==> config.mk <==
export PLATFORM = sky130hd
export DESIGN_NAME = spi_mul_unit_flat
export DESIGN_NICKNAME = d
export VERILOG_FILES = /design/src/rtl/spi_mul_unit_pkg.sv /design/src/rtl/spi_if.sv /design/src/rtl/spi_mul_unit_seq_multiplier.sv /design/src/rtl/spi_mul_unit.sv /design/src/flat_wrapper.sv
export SDC_FILE = /design/constraint.sdc
export NUM_CORES = 1
export LEC_CHECK = 0
export CELL_PAD_IN_SITES_DETAIL_PLACEMENT = 1
export CELL_PAD_IN_SITES_GLOBAL_PLACEMENT = 2
export CORE_ASPECT_RATIO = 1.1
export CORE_UTILIZATION = 41
export CTS_BUF_LIST = sky130_fd_sc_hd__clkbuf_4 sky130_fd_sc_hd__clkbuf_8
export DETAILED_ROUTE_END_ITERATION = 6
export DONT_BUFFER_PORTS = 1
export GPL_TIMING_DRIVEN = 1
export PLACE_DENSITY = 0.87
export SETUP_SLACK_MARGIN = 0.4
export SKIP_CTS_REPAIR_TIMING = 1
export SLEW_MARGIN = 20
export SYNTH_ARGS = -nofsm -noshare
export SYNTH_HDL_FRONTEND = slang
export SYNTH_SLANG_ARGS = --single-unit
==> constraint.sdc <==
create_clock -name i_clock -period 6.4 [get_ports i_clock]
set_input_delay 1.28 -clock i_clock [delete_from_list [all_inputs] [get_ports i_clock]]
set_output_delay 1.28 -clock i_clock [all_outputs]
set_load 0.1 [all_outputs]
==> src/rtl/spi_mul_unit_pkg.sv <==
// Shared ISA types for the SPI multiply slave: opcodes, packet layouts, status width.
// Decode helper used when an Rx packet is turned into an operation.
package spi_mul_unit_pkg;

    localparam int REGISTER_SIZE   = 16;
    localparam int MUL_STATUS_BITS = 2;

    typedef enum logic [2:0] {
        MUL    = 3'd0,
        MULH   = 3'd1,
        MULHU  = 3'd2,
        MAC    = 3'd3,
        ACCCLR = 3'd4
    } Instruction;

    localparam int OP_BITS = $bits(Instruction);

    typedef struct packed {
        logic [REGISTER_SIZE-1:0] op_2;
        logic [REGISTER_SIZE-1:0] op_1;
        Instruction               op_code;
    } MulRxPacket;

    typedef struct packed {
        logic                     ovf;
        logic                     err;
        logic [REGISTER_SIZE-1:0] result;
    } MulTxPacket;

    // Accumulator opcodes only exist when the accumulator is built.
    function automatic logic op_valid(input logic [OP_BITS-1:0] code, input logic acc_en);
        logic valid_s;
        case (code)
            MUL, MULH, MULHU: valid_s = 1'b1;
            MAC, ACCCLR:      valid_s = acc_en;
            default:          valid_s = 1'b0;
        endcase
        return valid_s;
    endfunction

endpackage

==> src/rtl/spi_if.sv <==
// Shared SPI bus: one mosi line, one active-low nss and one miso line per slave.
// miso is a net so that each slave can drive only its own bit.
interface Spi #(
    parameter int NUM_SLAVES = 2
);
    logic                  mosi;
    logic [NUM_SLAVES-1:0] nss;
    wire  [NUM_SLAVES-1:0] miso;

    modport SlaveSpi  (input mosi, input nss, output miso);
    modport MasterSpi (output mosi, output nss, input miso);
endinterface

==> src/rtl/spi_mul_unit_seq_multiplier.sv <==
// Radix-2 shift-add unsigned multiplier: W clocks per product, done is a 1-clock pulse.
// The first partial product is folded into the load so p is final when done rises.
module seq_multiplier #(
    parameter int W = 16
) (
    input  logic           i_clock,
    input  logic           i_reset,
    input  logic           start,
    input  logic [W-1:0]   a,
    input  logic [W-1:0]   b,
    output logic           busy,
    output logic           done,
    output logic [2*W-1:0] p
);

    localparam int CW = (W > 2) ? $clog2(W) : 1;
    localparam logic [CW-1:0] LAST_STEP = CW'(W - 1);

    logic [W-1:0]   a_r;
    logic [2*W-1:0] p_r;
    logic [CW-1:0]  cnt_r;
    logic           busy_r;
    logic           done_r;

    function automatic logic [2*W-1:0] step(input logic [2*W-1:0] acc, input logic [W-1:0] m);
        logic [W:0] sum_s;
        sum_s = {1'b0, acc[2*W-1:W]} + (acc[0] ? {1'b0, m} : {(W + 1){1'b0}});
        return {sum_s, acc[W-1:1]};
    endfunction

    // Load-and-first-step on start, then one add/shift per clock until W steps are done.
    always_ff @(posedge i_clock or posedge i_reset) begin
        if (i_reset) begin
            a_r    <= '0;
            p_r    <= '0;
            cnt_r  <= '0;
            busy_r <= 1'b0;
            done_r <= 1'b0;
        end else begin
            done_r <= 1'b0;
            if (busy_r) begin
                p_r <= step(p_r, a_r);
                if (cnt_r == LAST_STEP) begin
                    cnt_r  <= '0;
                    busy_r <= 1'b0;
                    done_r <= 1'b1;
                end else begin
                    cnt_r <= cnt_r + CW'(1);
                end
            end else if (start) begin
                a_r    <= a;
                p_r    <= step({{W{1'b0}}, b}, a);
                cnt_r  <= CW'(1);
                busy_r <= 1'b1;
            end
        end
    end

    assign busy = busy_r;
    assign done = done_r;
    assign p    = p_r;

endmodule

==> src/rtl/spi_mul_unit.sv <==
// SPI-slave multiply unit: receives {op_2, op_1, op_code}, runs a sequential multiply,
// returns {ovf, err, result} LSB first.
module spi_mul_unit
    import spi_mul_unit_pkg::*;
#(
    parameter int NUM_BITS = 16,
    parameter int SLAVE_ID = 1,
    parameter int ACC_EN   = 1
) (
    input  logic  i_clock,
    input  logic  i_reset,
    Spi.SlaveSpi  spi
);

    localparam int W       = NUM_BITS;
    localparam int RX_BITS = 2 * W + OP_BITS;
    localparam int TX_BITS = W + MUL_STATUS_BITS;
    localparam int CW      = $clog2(RX_BITS);
    localparam logic [CW-1:0] RX_LAST = CW'(RX_BITS - 1);
    localparam logic [CW-1:0] TX_LAST = CW'(TX_BITS - 1);

    typedef enum logic [2:0] {RECEIVE, RECEIVING, DECODE, OPERATE, SEND, SENDING} state_t;

    state_t               state_r, state_next_s;
    logic [CW-1:0]        cnt_r, cnt_next_s;
    logic [RX_BITS-1:0]   rx_r, rx_next_s;
    logic [TX_BITS-1:0]   tx_r, tx_next_s;
    logic [OP_BITS-1:0]   op_r, op_next_s;
    logic                 neg_r, neg_next_s;
    logic                 nss_q_r;
    logic [W-1:0]         acc_r, acc_next_s;

    logic                 nss_s, mosi_s, nss_rise_s, miso_s;
    logic [OP_BITS-1:0]   op_code_s;
    logic [W-1:0]         op_1_s, op_2_s;
    logic                 mul_start_s, mul_busy_s, mul_done_s;
    logic [W-1:0]         mul_a_s, mul_b_s;
    logic [2*W-1:0]       mul_p_s, prod_s;
    logic [W-1:0]         prod_lo_s, prod_hi_s;
    logic [W:0]           mac_sum_s;

    function automatic logic [W-1:0] magnitude(input logic [W-1:0] v);
        return v[W-1] ? ({W{1'b0}} - v) : v;
    endfunction

    assign nss_s      = spi.nss[SLAVE_ID];
    assign mosi_s     = spi.mosi;
    assign nss_rise_s = nss_s & ~nss_q_r;

    assign op_code_s = rx_r[OP_BITS-1:0];
    assign op_1_s    = rx_r[OP_BITS +: W];
    assign op_2_s    = rx_r[OP_BITS + W +: W];

    assign prod_s    = neg_r ? ({(2 * W){1'b0}} - mul_p_s) : mul_p_s;
    assign prod_lo_s = prod_s[W-1:0];
    assign prod_hi_s = prod_s[2*W-1:W];
    assign mac_sum_s = {1'b0, acc_r} + {1'b0, prod_lo_s};

    seq_multiplier #(.W(W)) u_mul (
        .i_clock (i_clock),
        .i_reset (i_reset),
        .start   (mul_start_s),
        .a       (mul_a_s),
        .b       (mul_b_s),
        .busy    (mul_busy_s),
        .done    (mul_done_s),
        .p       (mul_p_s)
    );

    // Next-state, packet shifting, decode and result formation.
    always_comb begin
        state_next_s = state_r;
        cnt_next_s   = cnt_r;
        rx_next_s    = rx_r;
        tx_next_s    = tx_r;
        op_next_s    = op_r;
        neg_next_s   = neg_r;
        acc_next_s   = acc_r;
        mul_start_s  = 1'b0;
        mul_a_s      = op_1_s;
        mul_b_s      = op_2_s;
        case (state_r)
            RECEIVE: begin
                cnt_next_s = '0;
                if (!nss_s && mosi_s) begin
                    state_next_s = RECEIVING;
                end else begin
                    state_next_s = RECEIVE;
                end
            end
            RECEIVING: begin
                if (nss_rise_s) begin
                    state_next_s = RECEIVE;
                    cnt_next_s   = '0;
                    rx_next_s    = '0;
                end else begin
                    rx_next_s = {mosi_s, rx_r[RX_BITS-1:1]};
                    if (cnt_r == RX_LAST) begin
                        state_next_s = DECODE;
                        cnt_next_s   = '0;
                    end else begin
                        cnt_next_s = cnt_r + CW'(1);
                    end
                end
            end
            DECODE: begin
                op_next_s  = op_code_s;
                neg_next_s = 1'b0;
                if (!op_valid(op_code_s, ACC_EN != 0)) begin
                    tx_next_s    = {1'b0, 1'b1, {W{1'b0}}};
                    state_next_s = SEND;
                end else if (op_code_s == ACCCLR) begin
                    tx_next_s    = {2'b00, acc_r};
                    acc_next_s   = '0;
                    state_next_s = SEND;
                end else begin
                    mul_start_s  = 1'b1;
                    state_next_s = OPERATE;
                    if (op_code_s == MULH) begin
                        mul_a_s    = magnitude(op_1_s);
                        mul_b_s    = magnitude(op_2_s);
                        neg_next_s = op_1_s[W-1] ^ op_2_s[W-1];
                    end else begin
                        neg_next_s = 1'b0;
                    end
                end
            end
            OPERATE: begin
                if (mul_done_s) begin
                    state_next_s = SEND;
                    case (op_r)
                        MUL:         tx_next_s = {|prod_hi_s, 1'b0, prod_lo_s};
                        MULH, MULHU: tx_next_s = {2'b00, prod_hi_s};
                        MAC: begin
                            acc_next_s = mac_sum_s[W-1:0];
                            tx_next_s  = {mac_sum_s[W] | (|prod_hi_s), 1'b0, mac_sum_s[W-1:0]};
                        end
                        default:     tx_next_s = {1'b0, 1'b1, {W{1'b0}}};
                    endcase
                end else if (!mul_busy_s) begin
                    // Multiplier neither running nor finishing: recover instead of hanging.
                    state_next_s = RECEIVE;
                end else begin
                    state_next_s = OPERATE;
                end
            end
            SEND: begin
                cnt_next_s = '0;
                if (nss_rise_s) begin
                    state_next_s = RECEIVE;
                end else if (!nss_s && !mosi_s) begin
                    state_next_s = SENDING;
                end else begin
                    state_next_s = SEND;
                end
            end
            SENDING: begin
                if (nss_rise_s) begin
                    state_next_s = RECEIVE;
                    cnt_next_s   = '0;
                end else begin
                    tx_next_s = {1'b0, tx_r[TX_BITS-1:1]};
                    if (cnt_r == TX_LAST) begin
                        state_next_s = RECEIVE;
                        cnt_next_s   = '0;
                    end else begin
                        cnt_next_s = cnt_r + CW'(1);
                    end
                end
            end
            default: begin
                state_next_s = RECEIVE;
                cnt_next_s   = '0;
            end
        endcase
    end

    // Control and packet registers.
    always_ff @(posedge i_clock or posedge i_reset) begin
        if (i_reset) begin
            state_r <= RECEIVE;
            cnt_r   <= '0;
            rx_r    <= '0;
            tx_r    <= '0;
            op_r    <= '0;
            neg_r   <= 1'b0;
            nss_q_r <= 1'b1;
        end else begin
            state_r <= state_next_s;
            cnt_r   <= cnt_next_s;
            rx_r    <= rx_next_s;
            tx_r    <= tx_next_s;
            op_r    <= op_next_s;
            neg_r   <= neg_next_s;
            nss_q_r <= nss_s;
        end
    end

    generate
        if (ACC_EN != 0) begin : g_acc
            // Accumulator for MAC/ACCCLR.
            always_ff @(posedge i_clock or posedge i_reset) begin
                if (i_reset) begin
                    acc_r <= '0;
                end else begin
                    acc_r <= acc_next_s;
                end
            end
        end else begin : g_no_acc
            assign acc_r = '0;
        end
    endgenerate

    always_comb begin
        miso_s = 1'b0;
        if (nss_s) begin
            miso_s = 1'b0;
        end else if (state_r == SEND) begin
            miso_s = 1'b1;
        end else if (state_r == SENDING) begin
            miso_s = tx_r[0];
        end else begin
            miso_s = 1'b0;
        end
    end

    assign spi.miso[SLAVE_ID] = miso_s;

endmodule
==> src/flat_wrapper.sv <==
// flat-port wrapper written by rule: the top's interface ports become plain ports
module spi_mul_unit_flat import spi_mul_unit_pkg::*;
#(
    parameter int NUM_BITS = 16,
    parameter int SLAVE_ID = 1,
    parameter int ACC_EN   = 1
)
  (i_clock, i_reset, spi_mosi, spi_nss, spi_miso);
  Spi spi_i ();
  input  logic i_clock;
  input  logic i_reset;
  input wire logic [$bits(spi_i.mosi)-1:0] spi_mosi;
  input wire logic [$bits(spi_i.nss)-1:0] spi_nss;
  output wire logic [$bits(spi_i.miso)-1:0] spi_miso;
  assign spi_i.mosi = spi_mosi;
  assign spi_i.nss = spi_nss;
  assign spi_miso = spi_i.miso;
  spi_mul_unit #(.NUM_BITS(NUM_BITS), .SLAVE_ID(SLAVE_ID), .ACC_EN(ACC_EN)) u_core (.i_clock(i_clock), .i_reset(i_reset), .spi(spi_i));
endmodule
# Word level (Yosys, flattened, before mapping)
# Cells that the tools add are included.
word_totals:
  register_bits: 137
  input_bits: 5
op_classes:
  n_reduce_logical: 18
  add_sub_neg: 7
  n_bitwise: 5
  eq_ne: 23
  muxes: 63
op_table:
  columns: ["op", "n"]
  rows:
  - ["two-way mux 16 bit", 16]
  - ["case mux 18 bit (3 select lines)", 2]
  - ["two-way mux 32 bit", 3]
  - ["two-way mux 18 bit", 4]
  - ["two-way mux 35 bit", 1]
  - ["adder 16 x 16 -> 17 bit", 2]
  - ["case mux 16 bit (2 select lines)", 1]
  - ["subtractor 1 x 16 -> 16 bit (first input constant)", 2]
  - ["subtractor 1 x 32 -> 32 bit (first input constant)", 1]
  - ["two-way mux 3 bit", 8]
  - ["two-way mux 6 bit", 4]
  - ["equality test 3 x 2 -> 1 bit (second input constant)", 6]
  - ["two-way mux 1 bit", 18]
  - ["case mux 3 bit (6 select lines)", 1]
  - ["case mux 6 bit (3 select lines)", 1]
  - ["OR reduction 16 bit", 1]
  - ["two-way mux 4 bit", 3]
  - ["equality test 3 x 1 -> 1 bit (second input constant)", 3]
  - ["equality test 3 bit (second input constant)", 3]
  - ["zero test 3 bit", 3]
  - ["adder 6 x 1 -> 6 bit (second input constant)", 1]
  - ["equality test 6 x 5 -> 1 bit (second input constant)", 1]
  - ["equality test 6 bit (second input constant)", 1]
  - ["inequality test 2 bit (second input constant)", 3]
  - ["19 further kinds", 27]

# Depth between registers and ports, before layout
logic_depth:
  depth_word: 9
  depth_mapped: 18
  mapped_depth_nobuf: 14

# Modules after synthesis
# From an unflattened synthesis, not the netlist that was laid out.
hier_totals:
  hier_cells: 1129
  hier_area_um2: 9668.0
by_module_without_submodules:
  columns: ["mod", "cells_per_inst", "seq_area_each_um2", "instances", "area_per_inst_um2"]
  rows:
  - ["spi_mul_unit", 797, 2078.2, 1, 6413.7]
  - ["seq_multiplier", 332, 1351.3, 1, 3254.4]

# Least setup slack after synthesis
# Ideal clock, no wire load.
synth_timing:
  path_type: "register to register"
  from: "reg u_core.u_mul.p_r[0] (netlist: u_core.u_mul.p[0])"
  to: "reg u_core.tx_r[15]"
  setup_slack_ns: 2.823
  arrival_ns: 3.447
  required_ns: 6.270
  synth_period_minus_slack_ns: 3.577
  path_stages_with_launch: 19
  setup_time_ns: 0.130
  n_path_buf: 4
  cell_sequence: "dfrtp_1 > clkbuf_1 > clkbuf_1 > inv_1 > ha_1 > clkbuf_1 > nand2b_1 > or4_4 > nand2_1 > xor2_1 > inv_1 > ha_1 > clkbuf_1 > a21o_1 > a21oi_1 > nor2_1 > a311oi_1 > xor2_1 > o22ai_1"
synth_via:
  elab_chain_cells: 6
synth_rtl:
  columns: ["element", "line_no", "source"]
  rows:
  - ["from (decl)", "spi_mul_unit_seq_multiplier.sv:20", "logic [2*W-1:0] p_r;"]
  - ["from (signal assigned)", "spi_mul_unit_seq_multiplier.sv:42", "p_r <= step(p_r, a_r);"]
  - ["from (signal assigned)", "spi_mul_unit_seq_multiplier.sv:52", "p_r <= step({{W{1'b0}}, b}, a);"]
  - ["subtractor 1 x 32 -> 32 bit", "spi_mul_unit.sv:54", "assign prod_s = neg_r ? ({(2 * W){1'b0}} - mul_p_s) : mul_p_s;"]
  - ["two-way mux 32 bit (*)", "spi_mul_unit.sv:54", null]
  - ["adder 16 x 16 -> 17 bit", "spi_mul_unit.sv:57", "assign mac_sum_s = {1'b0, acc_r} + {1'b0, prod_lo_s};"]
  - ["case mux 18 bit (3 select lines) (*)", "spi_mul_unit.sv:131", "case (op_r)"]
  - ["two-way mux 18 bit (*)", "spi_mul_unit.sv:129", "if (mul_done_s) begin"]
  - ["case mux 18 bit (3 select lines) (*)", "spi_mul_unit.sv:82", "case (state_r)"]
  - ["to (signal assigned)", "spi_mul_unit.sv:192", "tx_r <= tx_next_s;"]
  - ["to (decl)", "spi_mul_unit.sv:27", "logic [TX_BITS-1:0] tx_r, tx_next_s;"]
# Every way passes the cells marked *; elsewhere a longest branch is shown, timed or not. The select of a mux whose other input is x is not followed.
# A chain may end at the register's enable or synchronous reset.

# Worst setup path in the final report
# Same ends and word-level chain as after synthesis.

==> run metrics <==
syn_nets 1198; core footprint ~0.023 mm²; Detailed Route Iter0 Violations between 400 and 500; TritonRoute pass-1 iters 5; total number of vias approximately 8500; Initial Utilization 41.8%; asr flop ratio synth 100%; met3 wire length 779 µm; CTS buffer count 17; # rows just under 60; Die Ht roughly 160 µm; final WL around 28000 µm; pwr/cell area between 500 and 600 mW/mm²; number of global-route vias before repair roughly 8700; Sw Pwr about 2.6 mW; Max Buffers Root-to-Sink 2; die width 148 µm; Synth Cell Area between 0.009 and 0.01 mm²; Hold Startpoint u_core.u_mul.a_r[5]; Hold EP u_core.u_mul.a_r[5]; DRT antenna net count 0; Setup WS post-layout about 2.3 ns; fin crit period slightly above 4 ns; Layout Cell Area excl Fill about 0.01 mm²; clk sinks 137; Worst-Skew Late Latency roughly 0.46 ns; Final #Nets roughly 1200; H-tree depth 4; P_int about 2.6 mW; register area share after synthesis between 30% and 40%; launch point of the worst reg-to-reg path u_core.u_mul.p[0]; Final Setup Violations 0; WL met1 13500 µm; P_leak between 4 and 5 nW; WHS Path Cells 2; first-pass GRT wire length around 47000 µm; most frequent cell after synthesis nand2_1; outcome finished, final reports clean; fin util between 40% and 50%; logic gate share of total power between 50% and 60%; simple-gate share of the synthesized area about 22%; largest cells by area after synthesis dfrtp_1, nand2_1, ha_1; Worst Tran Pin Value 1.03 ns; Netlist cell types between 80 and 90; crit-path max FO 24; CP endpoint kind register; uppermost layer routed met4; largest net degree at the start of global routing 97; crit path DAT roughly 4.5 ns; worst hold path type register to register; Post-Layout Cell Count 1420; WL/cell a little under 20 µm; Adder-Cell Fraction of Synth Area roughly 5.8%; Vias/cell just under 6; Final GP Congestion 0.820; flops & latches, synth around 140; yosys synthesis warning count 1; RSZ-0062 raised after global routing no; Syn Inst Count roughly 1200; final hold violations 0; Ports 7; setup slack, reg-to-reg 2.26 ns; VDD IR-drop max ~0.18 mV; DRC 0; Setup crit start kind register; worst path required time between 6 and 7 ns; EDFF count, synth 0; Max-slew headroom about 31%; Synth top cells by count nand2_1, dfrtp_1, nor2_1; post-synthesis mux area share around 1.9%; Post-synth top flop dfrtp_1; area grow syn2layout 6.61%; Fmax about 240 MHz; clock-pin slew on the worst setup and hold paths about 0.090 ns; Crit Path Class register to register; complex-gate fraction of the synthesized area between 20% and 30%; syn avg cell area about 8.3 µm²; xor/xnor share of the synthesized area 7.40%; gr usage total approximately a quarter; R2R cell count 12; die area approximately 0.024 mm²; sequential share of power between 30 and 40%; Sw Ratio about half; worst slack, placed 2.31 ns; max capacitance violation total 0; Clock Power Share between 10% and 20%; top cell type's share of synthesized area a little over a third; fin crit share between 60% and 70%; port bufs 0; Setup TNS Final 0 ns; tightest hold margin 0.481 ns; Synth area leader dfrtp_1; pins over their slew limit 0; Tot Pwr approximately 5.2 mW; share of cells above drive strength 1 7.23%; Antenna Cells 0; initial antenna violation count 0; clock skew between 0.02 and 0.025 ns; grt ovf 0; Area after DPL approximately 0.0098 mm²; clk root buf clkbuf_8; DP Wirelength around 20000 µm; CTS tree done; Cells after DPL between 1000 and 1500; met2 WL between 10000 and 15000 µm; r2r endpoint u_core.tx_r[15]; largest family of logic cells by synthesized area compound AO/OA/AOI/OAI gates
==> flip-flops by register name, indices dropped and copies added, names as in the netlist <==
| name | cells |
|---|---|
| u_core.acc_r | 16 |
| u_core.cnt_r | 6 |
| u_core.neg_r | 1 |
| u_core.nss_q_r | 1 |
| u_core.op_r | 3 |
| u_core.rx_r | 35 |
| u_core.state_r | 3 |
| u_core.tx_r | 18 |
| u_core.u_mul.a_r | 16 |
| u_core.u_mul.busy | 1 |
| u_core.u_mul.cnt_r | 4 |
| u_core.u_mul.done | 1 |
| u_core.u_mul.p | 32 |
==> metal layers <==
layer | GRT usage [%] | vias to the layer above
met5 | 0 | -
met4 | 6.37 | 0
met3 | 3.40 | 33
met2 | 41.1 | 116
met1 | 33.4 | 4230
li1 | - | 4072
==> logic make-up after synthesis <==
logic type	count (synthesis)
other	1
adders and majority gates	43
xor gates and xnor gates	80
muxes	17
DFF	137
and+or+nand+nor	432
AOI/OAI and AO/OA	334
buffers and inverters	106
==> cell type report <==
cell class | instances | area, µm²
Clock buffer | 18 | 241
Tap cell | 300 | 375
Inverter | 31 | 121
Sequential cell | 137 | 3430
Multi-Input combinational cell | 907 | 5720
Timing Repair Buffer | 13 | 118
Fill cell | 2719 | 12700
Clock inverter | 14 | 186
==> worst max-delay path by stage <==
| stage | end | depth (start not counted) | slack (ns) | start |
|---|---|---|---|---|
| after CTS | u_core.tx_r[15] | 12 | 2.30 | u_core.u_mul.p[0] |
| after floorplan | u_core.acc_r[0] | 1 | 1.45 | i_reset |
| final | u_core.tx_r[15] | 12 | 2.26 | u_core.u_mul.p[0] |
| after global placement | u_core.acc_r[15] | 12 | 2.30 | u_core.u_mul.p[0] |
| after detailed placement | u_core.acc_r[15] | 12 | 2.31 | u_core.u_mul.p[0] |
| after global routing | u_core.tx_r[15] | 12 | 1.92 | u_core.u_mul.p[0] |
==> power groups by stage <==
| stage | logic (mW) | clock network [mW] | registers, mW |
|---|---|---|---|
| floorplan | 2.16 | 0 | 1.48 |
| global route | 2.98 | 0.853 | 1.83 |
| global placement | 2.57 | 0 | 1.75 |
| finish | 2.65 | 0.803 | 1.76 |
| detailed placement | 2.63 | 0 | 1.77 |
| CTS | 2.65 | 0.823 | 1.75 |
==> worst max-delay path: stages (launching register included) <==
cell      delay, ns
dfrtp_1        0.94
inv_1          0.12
ha_1           0.37
a21oi_1        0.21
xor2_1         0.40
ha_1           0.34
a21oi_1        0.18
o21ai_0        0.19
a311oi_1       0.35
o21ai_1        0.20
a311oi_1       0.35
xor2_1         0.26
o22ai_1        0.11
==> cell usage in the layout, fill, tap and decap left out, drive strengths merged, types with 11 or more instances in the layout <==
cell type,count
a211oi,18
a21oi,71
a221oi,11
a22o,11
a31oi,14
and2,22
buf,13
clkbuf,18
dfrtp,136
ha,41
inv,36
nand2,163
nand2b,13
nand3,54
nand4,11
nor2,82
nor2b,11
nor3,19
nor4,11
o21ai,108
o31ai,11
or4,15
xnor2,46
xor2,34
No activity file was read; power rests on OpenSTA's default activity.
